File: config.mk
export PLATFORM = sky130hd
export DESIGN_NAME = bus_arbiter
export DESIGN_NICKNAME = d
export VERILOG_FILES = /design/src/rtl/bus_arbiter_pkg.sv /design/src/rtl/bus_arbiter_arb_pick.sv /design/src/rtl/bus_arbiter.sv
export SDC_FILE = /design/constraint.sdc
export NUM_CORES = 1
export LEC_CHECK = 0
export CORE_UTILIZATION = 33
export CTS_CLUSTER_SIZE = 24
export DETAILED_ROUTE_END_ITERATION = 8
export PLACE_DENSITY = 0.79
export SETUP_SLACK_MARGIN = 0.3
export SLEW_MARGIN = 20
export SYNTH_ARGS = -nofsm -noshare
export SYNTH_HDL_FRONTEND = slang
export SYNTH_SLANG_ARGS = --single-unit
File: constraint.sdc
create_clock -name clk -period 2.78 [get_ports clk]
set_clock_uncertainty 0.15 [all_clocks]
set_input_delay 0.834 -clock clk [delete_from_list [all_inputs] [get_ports clk]]
set_output_delay 0.834 -clock clk [all_outputs]
set_load 0.02 [all_outputs]
File: src/rtl/bus_arbiter_pkg.sv
// Shared types for the ibus/dbus memory-port arbiter: FSM states, bus owner, bus widths.
package bus_arbiter_pkg;

    localparam int W_ADDR = 32;
    localparam int W_DATA = 32;

    typedef enum logic [1:0] {
        IDLE = 2'd0,
        REQ  = 2'd1,
        WAIT = 2'd2
    } state_e;

    typedef enum logic {
        OWN_IBUS = 1'b0,
        OWN_DBUS = 1'b1
    } owner_e;

endpackage

File: src/rtl/bus_arbiter_arb_pick.sv
// Tie-break between ibus and dbus. ARB_ROUND_ROBIN_EN: tie goes to the bus not served
// last; otherwise dbus always wins a tie. Output is only meaningful when an en is high.
module arb_pick import bus_arbiter_pkg::*; (
    input  logic   ibus_en_i,
    input  logic   dbus_en_i,
    input  owner_e last_i,
    output owner_e win_o
);

`ifdef ARB_ROUND_ROBIN_EN
    always_comb begin
        win_o = OWN_DBUS;
        if (ibus_en_i && dbus_en_i)
            win_o = (last_i == OWN_IBUS) ? OWN_DBUS : OWN_IBUS;
        else if (ibus_en_i)
            win_o = OWN_IBUS;
    end
`else
    logic unused_last;
    assign unused_last = (last_i == OWN_DBUS);

    always_comb begin
        win_o = OWN_IBUS;
        if (dbus_en_i)
            win_o = OWN_DBUS;
    end
`endif

endmodule

File: src/rtl/bus_arbiter.sv
// Shares one memory port between instruction and data buses, one access in flight.
// Optional ARB_ROUND_ROBIN_EN selects round-robin tie-break instead of fixed dbus priority.
module bus_arbiter import bus_arbiter_pkg::*; #(
    parameter int WAIT_CNT_W = 8
) (
    input  logic              clk,
    input  logic              rst,
    input  logic              ibus_en,
    input  logic [W_ADDR-1:0] ibus_addr,
    output logic [W_DATA-1:0] ibus_rdata,
    output logic              ibus_stall,
    input  logic              dbus_en,
    input  logic [3:0]        dbus_we,
    input  logic [W_ADDR-1:0] dbus_addr,
    input  logic [W_DATA-1:0] dbus_wdata,
    output logic [W_DATA-1:0] dbus_rdata,
    output logic              dbus_stall,
    output logic              mem_req,
    output logic [3:0]        mem_we,
    output logic [W_ADDR-1:0] mem_addr,
    output logic [W_DATA-1:0] mem_wdata,
    input  logic              mem_addr_ok,
    input  logic              mem_data_ok,
    input  logic [W_DATA-1:0] mem_rdata,
    output logic              bus_err
);

    localparam logic [WAIT_CNT_W-1:0] CNT_ONE = WAIT_CNT_W'(1);

    state_e                state_q, state_d;
    owner_e                owner_q, owner_d;
    owner_e                win, last;
    logic [W_ADDR-1:0]     addr_q, addr_d;
    logic [3:0]            we_q, we_d;
    logic [W_DATA-1:0]     wdata_q, wdata_d;
    logic [WAIT_CNT_W-1:0] cnt_q, cnt_d;
    logic                  done, tmo, fin;

    arb_pick u_pick (
        .ibus_en_i (ibus_en),
        .dbus_en_i (dbus_en),
        .last_i    (last),
        .win_o     (win)
    );

`ifdef ARB_ROUND_ROBIN_EN
    owner_e last_q;
    always_ff @(posedge clk or posedge rst) begin
        if (rst)
            last_q <= OWN_IBUS;
        else if (state_q == IDLE && (ibus_en || dbus_en))
            last_q <= win;
    end
    assign last = last_q;
`else
    assign last = OWN_IBUS;
`endif

    // A real completion wins over a watchdog expiry landing on the same cycle.
    assign done = (state_q == REQ  && mem_addr_ok && mem_data_ok) ||
                  (state_q == WAIT && mem_data_ok);
    assign tmo  = (state_q != IDLE) && (&cnt_q) && !done;
    assign fin  = done || tmo;

    always_comb begin
        state_d = state_q;
        owner_d = owner_q;
        addr_d  = addr_q;
        we_d    = we_q;
        wdata_d = wdata_q;
        cnt_d   = cnt_q;
        case (state_q)
            IDLE: begin
                if (ibus_en || dbus_en) begin
                    state_d = REQ;
                    owner_d = win;
                    cnt_d   = '0;
                    if (win == OWN_DBUS) begin
                        addr_d  = dbus_addr;
                        we_d    = dbus_we;
                        wdata_d = dbus_wdata;
                    end else begin
                        addr_d  = ibus_addr;
                        we_d    = 4'b0000;
                        wdata_d = '0;
                    end
                end
            end
            REQ: begin
                cnt_d = cnt_q + CNT_ONE;
                if (fin)
                    state_d = IDLE;
                else if (mem_addr_ok)
                    state_d = WAIT;
            end
            WAIT: begin
                cnt_d = cnt_q + CNT_ONE;
                if (fin)
                    state_d = IDLE;
            end
            default: state_d = IDLE;
        endcase
    end

    always_ff @(posedge clk or posedge rst) begin
        if (rst) begin
            state_q <= IDLE;
            owner_q <= OWN_IBUS;
            addr_q  <= '0;
            we_q    <= '0;
            wdata_q <= '0;
            cnt_q   <= '0;
        end else begin
            state_q <= state_d;
            owner_q <= owner_d;
            addr_q  <= addr_d;
            we_q    <= we_d;
            wdata_q <= wdata_d;
            cnt_q   <= cnt_d;
        end
    end

    assign mem_req   = (state_q == REQ);
    assign mem_we    = we_q;
    assign mem_addr  = addr_q;
    assign mem_wdata = wdata_q;
    assign bus_err   = tmo;

    // On timeout the owner is released with zero data rather than the bus contents.
    assign ibus_rdata = (done && owner_q == OWN_IBUS) ? mem_rdata : '0;
    assign dbus_rdata = (done && owner_q == OWN_DBUS) ? mem_rdata : '0;
    assign ibus_stall = ibus_en && !(fin && owner_q == OWN_IBUS);
    assign dbus_stall = dbus_en && !(fin && owner_q == OWN_DBUS);

endmodule

==> results of run 1 <==
-- registers in the layout (all words and copies together), names as in the netlist --
name / count
mem_addr: 32
mem_wdata: 32
cnt_q: 8
mem_we: 4
state_q: 2
owner_q: 1
-- power by group --
group	total, uW	internal, uW	switching, uW	leakage [uW]
registers	1930	1650	277	0.000998
clock network	1180	718	459	0.000138
logic	3900	1790	2110	0.00237
total	7000	4160	2840	0.00351
-- cells by family after synthesis --
logic type      after synthesis
simple gates                236
flops                        79
buf+inv                      37
fa+ha+maj                     4
compound gates               58
mux                          36
-- metrics by stage --
stage / total power [uW] / instances / TNS, ps / hold WS, ps / setup WS [ps]
finish: 7000 / 886 / -4870 / 311 / -95.7
global route: 7430 / 886 / -8520 / 341 / -149
CTS: 7050 / 885 / -4940 / 319 / -92.6
detailed placement: 5750 / 861 / -53500 / 304 / -828
global placement: 5620 / 861 / -50360 / 299 / -789
floorplan: 3920 / 450 / 0 / 329 / 277
-- synthesized netlist by cell type (all sizes together) --
library cell / count
nor2b: 2
o21ai: 42
nand4b: 1
a221oi: 1
or3b: 1
or2: 2
or4: 1
inv: 6
o221ai: 3
ha: 4
a21boi: 2
nor3b: 2
o31ai: 2
mux2i: 36
nand2b: 1
nand3: 39
o21bai: 4
nor2: 4
clkbuf: 17
nor4: 4
nor3: 2
o22ai: 1
a21oi: 3
and2: 65
dfrtp: 79
nand2: 111
buf: 14
nand4: 1
-- repair_timing --
item                                    4_1_cts  5_1_grt
gates cloned                                  2        0
endpoints found under the hold margin         0        0
hold buffers                                  0        0
endpoints found under the setup margin       68       68
buffers inserted                              6        0
pin swaps                                     6        2
resized for setup                           352       13
-- area by class of cell --
class	count	area, sq um	share of cell area
clock buffers	11	243	0.0324
well taps	147	184	0.0245
multi-input cells	334	2070	0.276
repair buffers	303	2940	0.392
clock inverters	5	57.6	0.00768
inverters	6	26.3	0.00351
flip-flops and latches	79	1980	0.264
diodes	1	2.50	0.000334
-- worst paths after layout --
check	start	endpoint	slack [ps]	depth (start not counted)
setup / recovery	state_q[1]$_DFFE_PP0P_	dbus_rdata[8]	-100	8
hold / removal	mem_wdata[22]$_DFFE_PP0P_	mem_wdata[22]$_DFFE_PP0P_	310	2
setup reg to reg	state_q[1]$_DFFE_PP0P_	cnt_q[3]$_DFFE_PP0P_	500	7
hold reg to reg	mem_wdata[22]$_DFFE_PP0P_	mem_wdata[22]$_DFFE_PP0P_	310	2
max in group asynchronous	rst	mem_we[1]$_DFFE_PP0P_	1300	3
min in group asynchronous	rst	mem_addr[2]$_DFFE_PP0P_	840	3
-- cell usage in the layout, fill, tap and decap left out, types with 2 or more instances in the layout --
cell type	n
nor4_1	4
and2_2	49
ha_2	2
nand2_1	111
buf_2	24
a21oi_1	2
and2_1	5
a21boi_2	2
dfrtp_1	79
clkinvlp_4	4
buf_12	5
nand3_1	39
inv_1	2
o221ai_1	3
buf_16	2
o21bai_1	4
clkdlybuf4s50_1	202
buf_4	38
nor2b_1	2
nor2_1	3
o31ai_1	2
clkbuf_16	9
mux2i_1	36
inv_2	3
nor3_4	2
buf_6	30
and2_4	11
o21ai_0	41
-- worst max-delay path: stages, from the launching register on --
cell and delay [ps]:
dfrtp_1 410, inv_2 60, ha_2 200, a21oi_4 210, nor3_4 70, buf_4 140, buf_12 130, and2_2 200
buf_6 130
-- routing by layer --
metal / up-vias / global-route usage
li1: 2062 / -
met4: 0 / 0.110
met5: - / 0
met3: 28 / 0.0541
met2: 189 / 0.402
met1: 1961 / 0.215
==> qor.txt, run 1 <==
PD cells = 934 nW/um^2
die height = 113 um
complex-gate fraction of the synthesized area = 0.0823
yosys warns = 0
fin util = 0.627
top cells by area, synth = dfrtp_1, nand2_1, and2_1
outcome = complete, but fails checks
Max Cap Viol = 0
area share of the largest cell type after synthesis = 0.489
drt first-iter violations = 101
Hold Path Class = reg2reg
highest metal used = met4
GRT Resource Usage Total = 0.213
Worst Path Max Fanout = 16
# clock sinks = 79
initial antenna violation count = 1
failing checks = negative setup slack
cell taking the most area after synthesis = dfrtp_1
Worst Path Required = 1800 ps
Pleak = 0.00351 uW
post-route ant nets = 0
Worst-path clk slew = 60 ps
critical path class = reg2out
synthesized cell area = 4040 sq um
pin count of the biggest net entering global routing = 80
Area after DPL = 7170 sq um
Placement Rows = 40
Yosys reg bits = 79
drt drc = 0
clock latency on the worst-skew pair = 330 ps
first-pass iteration count of the detailed router = 4
worst-margin pin slew = 622 ps
global-route wire length before repair = 21100 um
arrival time of the worst setup path = 1890 ps
clock root buffer = clkbuf_16
DR vias/cell = 4.79
DIE AREA = 12700 sq um
H-tree depth = 3
cts bufs inserted = 9
Fmax = 348 MHz
die width = 113 um
Filler cells = 1009
CTS tree = built
Area Overhead vs Synth = 85.4%
core footprint = 12000 sq um
final net count = 875
worst setup margin = -95.7 ps
Setup crit end kind = primary output
unrepaired setup endpoints after global routing = yes
Syn Inst Count = 450
post-synthesis simple-gate area fraction = 0.287
mux contribution to synthesized area = 0.0891
Final Slew Violations = 0
routed wire length = 13600 um
layout cells sized above 1 = 0.264
part of the cycle the worst path needs = 1.03
Seq/Total Area, Yosys = 0.489
largest family of logic cells by synthesized area = simple AND/OR/NAND/NOR gates
Final min period = 2880 ps
post-DP HPWL = 10100 um
Mapped Nets = 592
GRT overflow = 0
io pins = 274
Netlist cell types = 32
Hold Violations, Final = 0
maximum vdd drop = 441 uV
WL/cell = 15.3 um
met3 routed WL = 1040 um
area share of fa/ha/maj cells after synthesis = 0.0124
Synth Area in XOR/XNOR = 0
port bufs = 273
Mapped Avg Cell Area = 8.99 sq um
final setup fails = 65
clk buf depth = 2
vias in the first global route = 4189
Initial Utilization = 0.338
Final Wtd Congestion = 0.912
Routed met2 length = 7160 um
Setup crit start kind = register
met1 wire length = 4880 um
via total after detailed routing = 4240
fin area = 7500 sq um
relative slew slack = 0.585
Power figures use the tool's default switching activity.
==> inputs of run 2 (changes only) <==
--- a/config.mk
+++ b/config.mk
@@ -5,10 +5,10 @@
 export SDC_FILE = /design/constraint.sdc
 export NUM_CORES = 1
 export LEC_CHECK = 0
-export CORE_UTILIZATION = 33
+export CORE_UTILIZATION = 36
 export CTS_CLUSTER_SIZE = 24
 export DETAILED_ROUTE_END_ITERATION = 8
-export PLACE_DENSITY = 0.79
+export PLACE_DENSITY = 0.81
 export SETUP_SLACK_MARGIN = 0.3
 export SLEW_MARGIN = 20
 export SYNTH_ARGS = -nofsm -noshare
==> constraint.sdc (replaced) <==
create_clock -name clk -period 3.04 [get_ports clk]
set_clock_uncertainty 0.15 [all_clocks]
set_input_delay 0.912 -clock clk [delete_from_list [all_inputs] [get_ports clk]]
set_output_delay 0.912 -clock clk [all_outputs]
set_load 0.02 [all_outputs]
==> qor.txt, run 2 (synthesized netlist as in run 1, its figures left out) <==
outcome = complete, no violations
final setup fails = 0 (-100%)
GRT Resource Usage Total = 0.229 (+0.0158)
Area Overhead vs Synth = 85.4% (about the same)
pre-CTS WS = -707 ps (+121 ps)
core footprint = 10900 sq um (-9.0%)
first-pass iteration count of the detailed router = 6 (+2)
post-DP HPWL = 10000 um (-0.79%)
clock root buffer = clkbuf_8
Hold Path Class = reg2reg
WL/cell = 15.5 um (+1.4%)
critical path buffer and inverter count = 4 (unchanged)
maximum vdd drop = 587 uV (+33%)
drt first-iter violations = 233 (+130%)
port bufs = 273 (unchanged)
reg2reg path depth = 6 (-1)
part of the cycle the worst path needs = 0.967
routing usage on met3 = 0.0603 (+0.00618)
crit-path most repeated cell = buf_6
most common cell after layout, fill and taps aside = clkdlybuf4s50_1
arrival time of the worst setup path = 1880 ps (about the same)
H-tree depth = 3 (unchanged)
Worst Path Max Fanout = 9 (-7)
Pleak = 0.00347 uW (-1.1%)
Placement Rows = 38 (-5.0%)
critical path, cell by cell = buf_6 > a21oi_4 > nor3_4 > buf_6 > buf_6 > and2_2 > buf_6
vias in the first global route = 4228 (+0.93%)
M2 GR Usage = 0.426 (+0.0247)
initial antenna violation count = 1 (unchanged)
critical path class = in2out
CTS tree = built
relative slew slack = 0.348 (-0.238)
gr busiest metal = met2
final net count = 873 (-0.23%)
Worst-path clk slew = 70 ps (about the same)
DIE AREA = 11700 sq um (-8.2%)
pin count of the biggest net entering global routing = 83 (+3.8%)
delay-heaviest family, CP = buffers and inverters
PD cells = 805 nW/um^2 (-14%)
global-route wire length before repair = 20600 um (-2.3%)
cts bufs inserted = 9 (unchanged)
GR Util met1 = 0.234 (+0.0193)
clk buf depth = 2 (unchanged)
layout cells sized above 1 = 0.255 (-0.00879)
worst r2r dst = cnt_q[3]$_DFFE_PP0P_
GRT overflow = 0 (unchanged)
post-route ant nets = 0 (unchanged)
via total after detailed routing = 4250 (+0.24%)
routed wire length = 13600 um (+0.21%)
Fmax = 340 MHz
Worst Path Required = 1980 ps (+180 ps)
DR vias/cell = 4.85 (+1.4%)
# diodes = 0 (-1)
Final Wtd Congestion = 0.840 (-7.8%)
Setup crit end kind = primary output
worst-margin pin slew = 979 ps (+357 ps)
most frequent cells in the layout = clkdlybuf4s50_1, nand2_1, dfrtp_1
Slowest Stage Delay on Critical Path = 220 ps (-190 ps)
Max Cap Viol = 0 (unchanged)
die height = 108 um (-4.2%)
Area after DPL = 7060 sq um (-1.7%)
drt drc = 0 (unchanged)
setup TNS = 0 ps (+4870 ps)
io pins = 274 (unchanged)
die width = 108 um (-4.2%)
worst setup margin = 101 ps (+197 ps)
Hold Violations, Final = 0 (unchanged)
Worst R2R Setup Slack = 890 ps (+390 ps)
unrepaired setup endpoints after global routing = yes
Worst R2R Start = state_q[1]$_DFFE_PP0P_
Final Slew Violations = 0 (unchanged)
fin area = 7500 sq um (about the same)
fin util = 0.689 (+0.0619)
Setup crit start kind = input port
Hold Crit Depth = 2 (unchanged)
Hold WS = 320 ps (+8.23 ps)
clock latency on the worst-skew pair = 330 ps (about the same)
Initial Utilization = 0.371 (+0.0333)
Final min period = 2940 ps
sink of the worst hold path = mem_wdata[18]$_DFFE_PP0P_
# clock sinks = 79 (unchanged)
Hold Crit Start = mem_wdata[18]$_DFFE_PP0P_
slowest CP cell = a21oi_4
[run 2: cell types whose count changed in the layout (fill, tap and decap cells not counted), sizes merged]
cell,before,now
clkinvlp,4,2
clkbuf,12,11
clkdlybuf4s15,1,0
inv,5,6
dlygate4sd2,0,1
buf,99,98
diode,1,0
clkinv,1,2
[run 2: layer usage]
metal,share of wire,routed length (um)
met1,0.36,4920
met2,0.52,7090
met3,0.081,1100
met4,0.034,456
met5,0.00096,13
[run 2: where the power goes]
part           internal, uW  switching (uW)  total, uW
combinational          1620            1890       3500
clock                   381             381        762
sequential             1510             267       1770
total                  3500            2540       6040
[run 2: repair_timing]
item / in CTS / in global routing
resized for setup: 459 / 0
gates cloned: 5 / 0
hold buffers: 0 / 0
pin swaps: 7 / 2
setup endpoints to repair: 68 / 67
setup buffers: 5 / 1
[run 2: worst max path at each step]
stage	slack (ps)	cells past startpoint	startpoint	end
after floorplan	210	3	dbus_en	dbus_stall
after global placement	-680	6	mem_data_ok	dbus_rdata[22]
after detailed placement	-710	6	mem_data_ok	ibus_rdata[31]
after CTS	120	8	state_q[1]$_DFFE_PP0P_	dbus_rdata[19]
after global routing	40	6	state_q[0]$_DFFE_PP0P_	bus_err
final	100	7	mem_addr_ok	dbus_rdata[21]
[run 2: layout make-up]
cell class / count / area (sq um)
inverter: 6 / 28.8
multi-input combinational: 334 / 2060
clock buffer: 11 / 131
clock inverter: 5 / 56.3
sequential: 79 / 1980
timing repair buffer: 301 / 3060
fill: 834 / 3390
tap: 140 / 175
[run 2: tightest hold or removal path, stage by stage (launching register included)]
cell and delay, ps:
dfrtp_1 350, nand2_1 50, nand2_1 50
[run 2: per-stage QoR]
stage | std cells | total power [uW]
detailed placement | 849 | 5150
finish | 876 | 6040
global placement | 849 | 5050
floorplan | 450 | 3550
CTS | 875 | 6100
global route | 876 | 6450
==> inputs of run 3 (changes only) <==
--- a/config.mk
+++ b/config.mk
@@ -8,6 +8,7 @@
 export CORE_UTILIZATION = 36
 export CTS_CLUSTER_SIZE = 24
 export DETAILED_ROUTE_END_ITERATION = 8
+export MAX_ROUTING_LAYER = met4
 export PLACE_DENSITY = 0.81
 export SETUP_SLACK_MARGIN = 0.3
 export SLEW_MARGIN = 20
==> qor.txt, run 3 (synthesized netlist as in run 1, its figures left out) <==
most common cell after layout, fill and taps aside = clkdlybuf4s50_1
GRT overflow = 0 (unchanged)
GRT Resource Usage Total = 0.235 (+0.00631)
global-route wire length before repair = 20500 um (-0.23%)
Fmax = 340 MHz (about the same)
clk buf depth = 2 (unchanged)
DIE AREA = 11700 sq um (unchanged)
Setup crit start kind = input port
Worst Path Max Fanout = 9 (unchanged)
die width = 108 um (unchanged)
PD cells = 806 nW/um^2 (about the same)
arrival time of the worst setup path = 1880 ps (about the same)
first-pass iteration count of the detailed router = 5 (-1)
pin count of the biggest net entering global routing = 83 (unchanged)
multi-input logic area = 2060 sq um (unchanged)
worst-margin pin slew = 978 ps (-0.564 ps)
WL/cell = 15.5 um (-0.20%)
Final Slew Violations = 0 (unchanged)
final net count = 873 (unchanged)
post-DP HPWL = 10000 um (unchanged)
unrepaired setup endpoints after global routing = yes
Max Cap Viol = 0 (unchanged)
part of the cycle the worst path needs = 0.967 (about the same)
Pleak = 0.00347 uW (unchanged)
vias in the first global route = 4251 (+0.54%)
drt drc = 0 (unchanged)
clock latency on the worst-skew pair = 340 ps (about the same)
maximum vdd drop = 588 uV (about the same)
setup TNS = 0 ps (unchanged)
worst setup margin = 102 ps (+0.712 ps)
Seq. cell area = 1980 sq um (unchanged)
Post-Layout Cell Count = 877 (+0.11%)
fin util = 0.689 (about the same)
post-route ant nets = 0 (unchanged)
H-tree depth = 3 (unchanged)
Setup crit end kind = primary output
Hold Violations, Final = 0 (unchanged)
Worst-path clk slew = 70 ps (about the same)
routed wire length = 13600 um (about the same)
# clock sinks = 79 (unchanged)
most frequent cells in the layout = clkdlybuf4s50_1, nand2_1, dfrtp_1
Final Wtd Congestion = 0.853 (+1.5%)
Hold Path Class = reg2reg
io pins = 274 (unchanged)
outcome = complete, no violations
port bufs = 273 (unchanged)
Placement Rows = 38 (unchanged)
Initial Utilization = 0.371 (unchanged)
drt first-iter violations = 206 (-12%)
die height = 108 um (unchanged)
CTS tree = built
initial antenna violation count = 1 (unchanged)
final setup fails = 0 (unchanged)
pre-CTS WS = -707 ps (unchanged)
layout cells sized above 1 = 0.255 (unchanged)
Final min period = 2940 ps (-0.712 ps)
Pwr Total = 6050 uW (+0.12%)
Area Overhead vs Synth = 85.5% (about the same)
cts bufs inserted = 9 (unchanged)
Worst Path Required = 1980 ps (about the same)
relative slew slack = 0.348 (+0.000376)
clock root buffer = clkbuf_8
via total after detailed routing = 4266 (+0.38%)
Filler cells = 834 (unchanged)
critical path class = in2out
placed cells = 849 (unchanged)
core footprint = 10900 sq um (unchanged)
DR vias/cell = 4.86 (+0.26%)
[run 3: final timing paths]
kind	from	end	slack [ps]	cells past startpoint
worst min-delay path	mem_we[1]$_DFFE_PP0P_	mem_we[1]$_DFFE_PP0P_	320	2
max in group asynchronous	rst	mem_addr[26]$_DFFE_PP0P_	1240	3
worst max register to register	state_q[0]$_DFFE_PP0P_	cnt_q[3]$_DFFE_PP0P_	890	6
worst max-delay path	mem_addr_ok	dbus_rdata[21]	100	7
min in group asynchronous	rst	mem_wdata[3]$_DFFE_PP0P_	850	2
worst min register to register	mem_we[1]$_DFFE_PP0P_	mem_we[1]$_DFFE_PP0P_	320	2
[run 3: layout make-up]
cell class	count	share of cell area
Inverter	6	0.00384
Clock buffer	11	0.0175
Timing Repair Buffer	301	0.409
Tap cell	140	0.0234
Sequential cell	79	0.264
Multi-Input combinational cell	334	0.275
Antenna cell	1	0.000334
Clock inverter	5	0.00751
[run 3: metrics by stage]
| stage | hold slack (ps) | instance area [sq um] |
|---|---|---|
| 3_3_place_gp | 299 | 7060 |
| 3_5_place_dp | 307 | 7060 |
| 4_1_cts | 325 | 7490 |
| 2_1_floorplan | 329 | 4130 |
| 5_1_grt | 352 | 7500 |
| 6_report | 319 | 7500 |
[run 3: where the power goes]
part / switching, uW / internal [uW]
Sequential: 268 / 1510
Combinational: 1890 / 1620
Clock: 385 / 381
Total: 2540 / 3500
[run 3: repair_timing]
| item | in CTS | in global routing |
|---|---|---|
| buffers inserted | 5 | 1 |
| resized for setup | 459 | 0 |
| hold buffers | 0 | 0 |
| cloned | 5 | 0 |
| endpoints found under the setup margin | 68 | 67 |
| pin swaps | 7 | 2 |
[run 3: critical path, stage by stage]
cell and delay, ps:
buf_6 100, a21oi_4 220, nor3_4 60, buf_6 130, buf_6 120, and2_2 200
buf_6 130
[run 3: layer usage]
layer,track usage,vias to the layer above,share of wire
met5,-,-,0
met4,0.0998,0,0.033
met3,0.0549,28,0.074
met2,0.426,185,0.52
met1,0.241,1992,0.37
li1,-,2061,-
